===== config.mk =====
export PLATFORM = sky130hd
export DESIGN_NAME = picorv32_core
export DESIGN_NICKNAME = d
export VERILOG_FILES = /design/src/rtl/picorv32_core.sv
export SDC_FILE = /design/constraint.sdc
export NUM_CORES = 2
export LEC_CHECK = 0
export CAP_MARGIN = 0
export CELL_PAD_IN_SITES_DETAIL_PLACEMENT = 1
export CELL_PAD_IN_SITES_GLOBAL_PLACEMENT = 2
export CORE_MARGIN = 2
export CORE_UTILIZATION = 45
export CTS_CLUSTER_DIAMETER = 120
export DETAILED_ROUTE_END_ITERATION = 8
export PLACE_DENSITY_LB_ADDON = 0.1
export SLEW_MARGIN = 10
export SYNTH_ARGS = -nofsm -noshare
export SYNTH_HDL_FRONTEND = slang
export SYNTH_SLANG_ARGS = --single-unit

===== constraint.sdc =====
create_clock -name clk -period 9.8 [get_ports clk]
set_clock_uncertainty 0.1 [all_clocks]
set_input_delay 1.96 -clock clk [delete_from_list [all_inputs] [get_ports clk]]
set_output_delay 1.96 -clock clk [all_outputs]
set_load 0.1 [all_outputs]

===== src/rtl/picorv32_core.sv =====
// picorv32_core
// Minimal multi-cycle RV32I core with one shared valid/ready memory port.
// Each instruction is fetched, executed in one EXEC cycle, and loads/stores
// then run one data transaction. The core halts in TRAP on EBREAK/ECALL,
// illegal encodings or misaligned accesses.
//
// Ports:
//   clk        - clock, all state changes on the rising edge
//   resetn     - synchronous active-low reset
//   trap       - sticky halt indicator
//   mem_valid  - transaction request
//   mem_instr  - current transaction is an instruction fetch
//   mem_ready  - memory completion strobe
//   mem_addr   - word address (bits [1:0] always zero)
//   mem_wdata  - store data placed on its byte lanes
//   mem_wstrb  - byte write enables, 0000 for reads
//   mem_rdata  - read data, valid with mem_ready
module picorv32_core #(
  parameter logic [31:0] PROGADDR_RESET = 32'h0000_0000,
  parameter bit          CATCH_MISALIGN = 1'b1,
  parameter bit          CATCH_ILLINSN  = 1'b1
) (
  input  logic        clk,
  input  logic        resetn,
  output logic        trap,
  output logic        mem_valid,
  output logic        mem_instr,
  input  logic        mem_ready,
  output logic [31:0] mem_addr,
  output logic [31:0] mem_wdata,
  output logic [3:0]  mem_wstrb,
  input  logic [31:0] mem_rdata
);

  typedef enum logic [1:0] {S_FETCH, S_EXEC, S_MEM, S_TRAP} state_t;

  localparam logic [6:0] OPC_LUI    = 7'b0110111;
  localparam logic [6:0] OPC_AUIPC  = 7'b0010111;
  localparam logic [6:0] OPC_JAL    = 7'b1101111;
  localparam logic [6:0] OPC_JALR   = 7'b1100111;
  localparam logic [6:0] OPC_BRANCH = 7'b1100011;
  localparam logic [6:0] OPC_LOAD   = 7'b0000011;
  localparam logic [6:0] OPC_STORE  = 7'b0100011;
  localparam logic [6:0] OPC_OPIMM  = 7'b0010011;
  localparam logic [6:0] OPC_OP     = 7'b0110011;
  localparam logic [6:0] OPC_FENCE  = 7'b0001111;
  localparam logic [6:0] OPC_SYSTEM = 7'b1110011;

  state_t      state, state_next;
  logic [31:0] pc, insn;
  logic [31:0] regs [0:31];
  logic [4:0]  ld_rd;
  logic [2:0]  ld_f3;
  logic [1:0]  ld_off;

  logic [6:0]  opcode, funct7;
  logic [4:0]  rd, rs1, rs2;
  logic [2:0]  funct3;
  logic [31:0] imm_i, imm_s, imm_b, imm_u, imm_j;
  logic [31:0] rs1_val, rs2_val, pc_plus4;

  logic [31:0] alu_b, alu_out, wb_val, target, ls_addr;
  logic        alu_sub, br_cond, wb_en, jump;
  logic        is_load, is_store, illegal, sys_trap, misalign, exec_trap;
  logic [31:0] st_wdata, load_val;
  logic [3:0]  st_wstrb;
  logic [7:0]  ld_byte;
  logic [15:0] ld_half;
  logic        rf_we;
  logic [4:0]  rf_waddr;
  logic [31:0] rf_wdata;

  assign opcode   = insn[6:0];
  assign rd       = insn[11:7];
  assign funct3   = insn[14:12];
  assign rs1      = insn[19:15];
  assign rs2      = insn[24:20];
  assign funct7   = insn[31:25];
  assign imm_i    = {{20{insn[31]}}, insn[31:20]};
  assign imm_s    = {{20{insn[31]}}, insn[31:25], insn[11:7]};
  assign imm_b    = {{19{insn[31]}}, insn[31], insn[7], insn[30:25], insn[11:8], 1'b0};
  assign imm_u    = {insn[31:12], 12'd0};
  assign imm_j    = {{11{insn[31]}}, insn[31], insn[19:12], insn[20], insn[30:21], 1'b0};
  assign rs1_val  = (rs1 == 5'd0) ? 32'd0 : regs[rs1];
  assign rs2_val  = (rs2 == 5'd0) ? 32'd0 : regs[rs2];
  assign pc_plus4 = pc + 32'd4;

  // ALU shared by OP and OP-IMM; SUB only exists in the register form
  always_comb begin
    alu_b   = (opcode == OPC_OP) ? rs2_val : imm_i;
    alu_sub = (opcode == OPC_OP) && funct7[5];
    alu_out = 32'd0;
    case (funct3)
      3'b000:  alu_out = alu_sub ? rs1_val - alu_b : rs1_val + alu_b;
      3'b001:  alu_out = rs1_val << alu_b[4:0];
      3'b010:  alu_out = {31'd0, $signed(rs1_val) < $signed(alu_b)};
      3'b011:  alu_out = {31'd0, rs1_val < alu_b};
      3'b100:  alu_out = rs1_val ^ alu_b;
      3'b101:  alu_out = funct7[5] ? $unsigned($signed(rs1_val) >>> alu_b[4:0])
                                   : rs1_val >> alu_b[4:0];
      3'b110:  alu_out = rs1_val | alu_b;
      default: alu_out = rs1_val & alu_b;
    endcase
  end

  always_comb begin
    br_cond = 1'b0;
    case (funct3)
      3'b000:  br_cond = rs1_val == rs2_val;
      3'b001:  br_cond = rs1_val != rs2_val;
      3'b100:  br_cond = $signed(rs1_val) < $signed(rs2_val);
      3'b101:  br_cond = !($signed(rs1_val) < $signed(rs2_val));
      3'b110:  br_cond = rs1_val < rs2_val;
      3'b111:  br_cond = !(rs1_val < rs2_val);
      default: br_cond = 1'b0;
    endcase
  end

  // Instruction decode: write-back, control flow, memory intent and legality
  always_comb begin
    wb_en    = 1'b0;
    wb_val   = alu_out;
    jump     = 1'b0;
    target   = pc_plus4;
    is_load  = 1'b0;
    is_store = 1'b0;
    illegal  = 1'b0;
    sys_trap = 1'b0;
    misalign = 1'b0;
    ls_addr  = rs1_val + ((opcode == OPC_STORE) ? imm_s : imm_i);
    case (opcode)
      OPC_LUI: begin
        wb_en  = 1'b1;
        wb_val = imm_u;
      end
      OPC_AUIPC: begin
        wb_en  = 1'b1;
        wb_val = pc + imm_u;
      end
      OPC_JAL: begin
        wb_en  = 1'b1;
        wb_val = pc_plus4;
        jump   = 1'b1;
        target = pc + imm_j;
      end
      OPC_JALR: begin
        if (funct3 != 3'b000) begin
          illegal = 1'b1;
        end else begin
          wb_en  = 1'b1;
          wb_val = pc_plus4;
          jump   = 1'b1;
          target = (rs1_val + imm_i) & ~32'd1;
        end
      end
      OPC_BRANCH: begin
        if (funct3 == 3'b010 || funct3 == 3'b011) begin
          illegal = 1'b1;
        end else if (br_cond) begin
          jump   = 1'b1;
          target = pc + imm_b;
        end
      end
      OPC_LOAD: begin
        if (funct3 == 3'b011 || funct3 == 3'b110 || funct3 == 3'b111) begin
          illegal = 1'b1;
        end else begin
          is_load  = 1'b1;
          misalign = (funct3[1:0] == 2'b10 && ls_addr[1:0] != 2'b00) ||
                     (funct3[1:0] == 2'b01 && ls_addr[0]);
        end
      end
      OPC_STORE: begin
        if (funct3[2] || funct3 == 3'b011) begin
          illegal = 1'b1;
        end else begin
          is_store = 1'b1;
          misalign = (funct3[1:0] == 2'b10 && ls_addr[1:0] != 2'b00) ||
                     (funct3[1:0] == 2'b01 && ls_addr[0]);
        end
      end
      OPC_OPIMM: begin
        if ((funct3 == 3'b001 && funct7 != 7'b0000000) ||
            (funct3 == 3'b101 && funct7 != 7'b0000000 && funct7 != 7'b0100000))
          illegal = 1'b1;
        else
          wb_en = 1'b1;
      end
      OPC_OP: begin
        if (funct7 == 7'b0000000 ||
            (funct7 == 7'b0100000 && (funct3 == 3'b000 || funct3 == 3'b101)))
          wb_en = 1'b1;
        else
          illegal = 1'b1;
      end
      OPC_FENCE: begin
        if (funct3 != 3'b000) illegal = 1'b1;
      end
      OPC_SYSTEM: begin
        // ECALL/EBREAK always halt; anything else here (CSR) is unsupported
        if (insn == 32'h0000_0073 || insn == 32'h0010_0073)
          sys_trap = 1'b1;
        else
          illegal = 1'b1;
      end
      default: illegal = 1'b1;
    endcase
    if (jump && target[1:0] != 2'b00) misalign = 1'b1;
    exec_trap = sys_trap || (CATCH_ILLINSN && illegal) || (CATCH_MISALIGN && misalign);
  end

  // Store data is replicated on every lane so the strobe alone selects bytes
  always_comb begin
    st_wdata = rs2_val;
    st_wstrb = 4'b1111;
    case (funct3[1:0])
      2'b00: begin
        st_wdata = {4{rs2_val[7:0]}};
        st_wstrb = 4'b0001 << ls_addr[1:0];
      end
      2'b01: begin
        st_wdata = {2{rs2_val[15:0]}};
        st_wstrb = ls_addr[1] ? 4'b1100 : 4'b0011;
      end
      default: begin
        st_wdata = rs2_val;
        st_wstrb = 4'b1111;
      end
    endcase
  end

  always_comb begin
    ld_half  = ld_off[1] ? mem_rdata[31:16] : mem_rdata[15:0];
    ld_byte  = mem_rdata[7:0];
    load_val = mem_rdata;
    case (ld_off)
      2'd0:    ld_byte = mem_rdata[7:0];
      2'd1:    ld_byte = mem_rdata[15:8];
      2'd2:    ld_byte = mem_rdata[23:16];
      default: ld_byte = mem_rdata[31:24];
    endcase
    case (ld_f3)
      3'b000:  load_val = {{24{ld_byte[7]}}, ld_byte};
      3'b001:  load_val = {{16{ld_half[15]}}, ld_half};
      3'b100:  load_val = {24'd0, ld_byte};
      3'b101:  load_val = {16'd0, ld_half};
      default: load_val = mem_rdata;
    endcase
  end

  // Register file write port: EXEC results or load data returning in MEM
  always_comb begin
    rf_we    = 1'b0;
    rf_waddr = rd;
    rf_wdata = wb_val;
    if (state == S_EXEC) begin
      rf_we = !exec_trap && wb_en;
    end else if (state == S_MEM) begin
      rf_waddr = ld_rd;
      rf_wdata = load_val;
      rf_we    = mem_ready && (mem_wstrb == 4'b0000);
    end
    if (!resetn || rf_waddr == 5'd0) rf_we = 1'b0;
  end

  always_ff @(posedge clk) begin
    if (rf_we) regs[rf_waddr] <= rf_wdata;
  end

  always_comb begin
    state_next = state;
    case (state)
      S_FETCH: if (mem_valid && mem_ready) state_next = S_EXEC;
      S_EXEC: begin
        if (exec_trap)               state_next = S_TRAP;
        else if (is_load || is_store) state_next = S_MEM;
        else                          state_next = S_FETCH;
      end
      S_MEM:   if (mem_ready) state_next = S_FETCH;
      default: state_next = S_TRAP;
    endcase
  end

  always_ff @(posedge clk) begin
    if (!resetn) state <= S_FETCH;
    else         state <= state_next;
  end

  // Bus and PC registers; a request is raised one cycle after the previous
  // one completes, so mem_valid always has a low cycle between transactions
  always_ff @(posedge clk) begin
    if (!resetn) begin
      trap      <= 1'b0;
      mem_valid <= 1'b0;
      mem_instr <= 1'b0;
      mem_addr  <= 32'd0;
      mem_wdata <= 32'd0;
      mem_wstrb <= 4'd0;
      pc        <= PROGADDR_RESET;
      insn      <= 32'd0;
      ld_rd     <= 5'd0;
      ld_f3     <= 3'd0;
      ld_off    <= 2'd0;
    end else begin
      case (state)
        S_FETCH: begin
          if (!mem_valid) begin
            mem_valid <= 1'b1;
            mem_instr <= 1'b1;
            mem_addr  <= {pc[31:2], 2'b00};
            mem_wstrb <= 4'd0;
          end else if (mem_ready) begin
            mem_valid <= 1'b0;
            insn      <= mem_rdata;
          end
        end
        S_EXEC: begin
          if (exec_trap) begin
            trap <= 1'b1;
          end else begin
            pc <= {target[31:2], 2'b00};
            if (is_load || is_store) begin
              mem_valid <= 1'b1;
              mem_instr <= 1'b0;
              mem_addr  <= {ls_addr[31:2], 2'b00};
              mem_wdata <= is_store ? st_wdata : 32'd0;
              mem_wstrb <= is_store ? st_wstrb : 4'd0;
              ld_rd     <= rd;
              ld_f3     <= funct3;
              ld_off    <= ls_addr[1:0];
            end
          end
        end
        S_MEM: begin
          if (mem_ready) mem_valid <= 1'b0;
        end
        default: mem_valid <= 1'b0;
      endcase
    end
  end

endmodule


==> flow_summary.yaml <==
synth:
  async_reset_ff_share_pct: 0
  synth-seq-cells: 1177
  syn_inst: 6116
  ys_seq_area_share_pct: 46.7
  yosys_most_used_dff: "edfxtp_1"
  syn_avg_cell_area_um2: 11.8
  ys_types: 100
  synth_warnings: 0
  syn-cell-area_mm2: 0.0724
  synth-edff-count: 1024
pwr:
  p_leak_nw: 26.9
  p_per_area_mw_per_mm2: 181
  finalPower_mw: 14.7
  ir_worst_vdd_mv: 0.227
critical_path:
  crit_type: "flop to flop"
  cp-end-kind: "flop"
  worstReg2RegEnd: "regs[18][27]$_DFFE_PP_"
  r2r_slack_ns: 0.54
  critPathRequiredTime_ns: 10.28
  r2r.worst_path.cells: 19
  cp.arrival_ns: 9.74
  endpoint: "regs[18][27]$_DFFE_PP_"
  startpoint_type: "flop"
  worstPathMaxFanout: 32
drt:
  ant_nets: 0
  drc: 0
  vias_per_cell: 7.08
  wl_per_cell_um: 40.9
  drt_wl_total_um: 346000
  vias: 59964
  dr.pass1.iters: 6
  initialDrtViolationCount: 8373
timing:
  fin_crit_sh_pct: 94.5
  maxSlewHeadroom_pct: 5.70
  rsz0062_at_grt: "no"
  tightest_slew_ns: 1.41
  period_minus_slack_ns: 9.26
  drv_slew: 0
  fmax_mhz: 108
  fin_tns_setup_ns: 0
  setup_viol: 0
  finalHoldViolations: 0
clock_network:
  cts_num_sinks: 1177
  insertion_delay_ns: 0.82
  postCtsSetupBuffers: 0
  cts-resized-gates: 0
  cts_tree: "built"
  cts_max_level: 4
  path_clk_slew_ns: 0.06
  holdBufCountCts: 0
  cts_buffers: 132
  cts_buffer_depth: 3
  ctsRootBufferMaster: "clkbuf_16"
global_routing:
  grt.busiest_layer: "met2"
  grt_overflow: 0
  grt_use_met3_pct: 9.12
  use_met2_pct: 61.9
  antenna_found_initial: 18
  grt_pass1_vias: 58837
  grt_use_met1_pct: 56.6
  grt_use_total_pct: 41.8
  grt_pass1_wl_um: 477000
  grt_max_degree: 107
status:
  status: "completed"
die:
  die_y_um: 405
  die_width_um: 405
  start_util_pct: 45.2
  core-area_mm2: 0.160
  io_pins: 106
  num_rows: 147
  dieArea_mm2: 0.164
layout:
  multiInputGateArea_mm2: 0.0365
  layout_common_cells: "1,024 x edfxtp_1, 535 x nand2_1, 465 x a21oi_1"
  fin_util_pct: 50.7
  area_growth_pct: 12.1
  final_common_cell: "edfxtp_1"
  fin_nets: 6465
  regArea_mm2: 0.0338
  drive_gt1_share_pct: 16.9
  nFillCells: 16380
place:
  dp_hpwl_um: 248000
  gp_congestion: 1.02
  portBuffers: 103
hold_path:
  hold_class: "flop to flop"
flow_run:
  cap_violations: 0
## kinds of logic after synthesis
family / synth area share [%]
fa+ha+maj: 3.94
flops: 46.7
compound gates: 15.3
buf+inv: 3.74
mux: 19.4
xor+xnor: 1.88
other cells: 0.00518
simple gates: 9.05
## through the flow
step / hold WS, ns / setup slack (ns) / area, um^2 / std cells
final: 0.354 / 0.542 / 81200 / 8468
after global routing: 0.375 / 0.343 / 81200 / 8463
after CTS: 0.354 / 0.836 / 81200 / 8462
after detailed placement: 0.346 / 0.938 / 77200 / 8231
after global placement: 0.342 / 0.977 / 77200 / 8230
after floorplan: 0.349 / 2.34 / 72500 / 6149
## how the worst min path moves through the flow
stage                                    start  slack [ns]                         end  cells after the start
floorplan                ld_rd[2]$_SDFFE_PN0P_        0.35       ld_rd[2]$_SDFFE_PN0P_                      2
global placement    mem_wdata[11]$_SDFFE_PN0P_        0.34  mem_wdata[11]$_SDFFE_PN0P_                      2
detailed placement  mem_wdata[11]$_SDFFE_PN0P_        0.35  mem_wdata[11]$_SDFFE_PN0P_                      2
CTS                 mem_wdata[11]$_SDFFE_PN0P_        0.35  mem_wdata[11]$_SDFFE_PN0P_                      2
global route        mem_wdata[27]$_SDFFE_PN0P_        0.37  mem_wdata[27]$_SDFFE_PN0P_                      2
finish              mem_wdata[11]$_SDFFE_PN0P_        0.35  mem_wdata[11]$_SDFFE_PN0P_                      2
## cell type report
class	instances	area share (%)
inverters	147	0.683
multi-input cells	4362	45.0
flip-flops and latches	1177	41.7
clock inverters	67	0.667
well taps	2160	3.33
diodes	5	0.0154
repair buffers	386	4.33
clock buffers	164	4.27
## critical path, stage by stage (launching register included)
cell and delay, ns:
dfxtp_4 0.71, buf_4 0.54, mux4_2 0.58, mux4_2 0.50, mux2_2 0.37, o21ai_1 0.77
o21ai_0 0.54, ha_1 0.60, inv_1 0.12, a21o_1 0.19, a31oi_1 0.17, a21oi_1 0.10
a2111oi_0 0.95, o31ai_1 0.39, and4_1 0.31, o21a_1 0.21, xnor2_1 0.52, a21boi_0 0.28
a221oi_4 0.58, buf_4 0.41
## metal layers
layer | vias to the layer above | part of all wire (%)
li1 | 24184 | -
met1 | 31229 | 40
met2 | 3705 | 43
met3 | 826 | 10
met4 | 20 | 7.0
met5 | - | 0.042
## synth_stat cells, drive strengths merged (15+ instances only)
cell	n	share of area, %
and2	41	0.36
a22o	25	0.30
nand2	538	2.8
mux2i	354	4.9
o211ai	54	0.56
a221oi	48	0.60
nand4	58	0.50
mux4	451	14
xnor2	91	1.1
ha	217	3.8
buf	180	1.5
nand2b	48	0.41
inv	144	0.75
nor4	24	0.25
a21oi	472	3.3
a22oi	173	1.8
a31oi	69	0.60
o31ai	25	0.26
o22ai	27	0.23
nor2b	41	0.35
nor2	375	2.0
a311oi	18	0.22
clkbuf	283	1.5
o21ai	305	2.1
o21bai	46	0.48
o2111ai	23	0.28
mux2	29	0.45
a21o	98	1.0
a32oi	20	0.24
xor2	64	0.77
and3	27	0.23
nor3	81	0.57
a211o	15	0.18
o31a	15	0.18
a211oi	75	0.78
o21a	33	0.34
dfxtp	153	4.2
edfxtp	1024	42
o221ai	21	0.25
nand3	136	0.95
## state kept, by name, indices dropped and copies added, names as in the netlist, named ones only
| name | count |
|---|---|
| regs | 1024 |
| mem_wdata | 32 |
| trap | 1 |
| mem_instr | 1 |
| ld_off | 2 |
| insn | 32 |
| ld_rd | 5 |
| mem_valid | 1 |
| ld_f3 | 3 |
| mem_wstrb | 4 |
| pc | 30 |
| state | 2 |
| mem_addr | 30 |
## where the power goes
group	internal, mW	total [mW]	leakage, nW	switching [mW]
sequential	5.85	5.94	10.7	0.0909
clock	2.65	4.77	1.95	2.12
combinational	1.13	3.95	14.3	2.82
(Power assumes the default switching activity.)
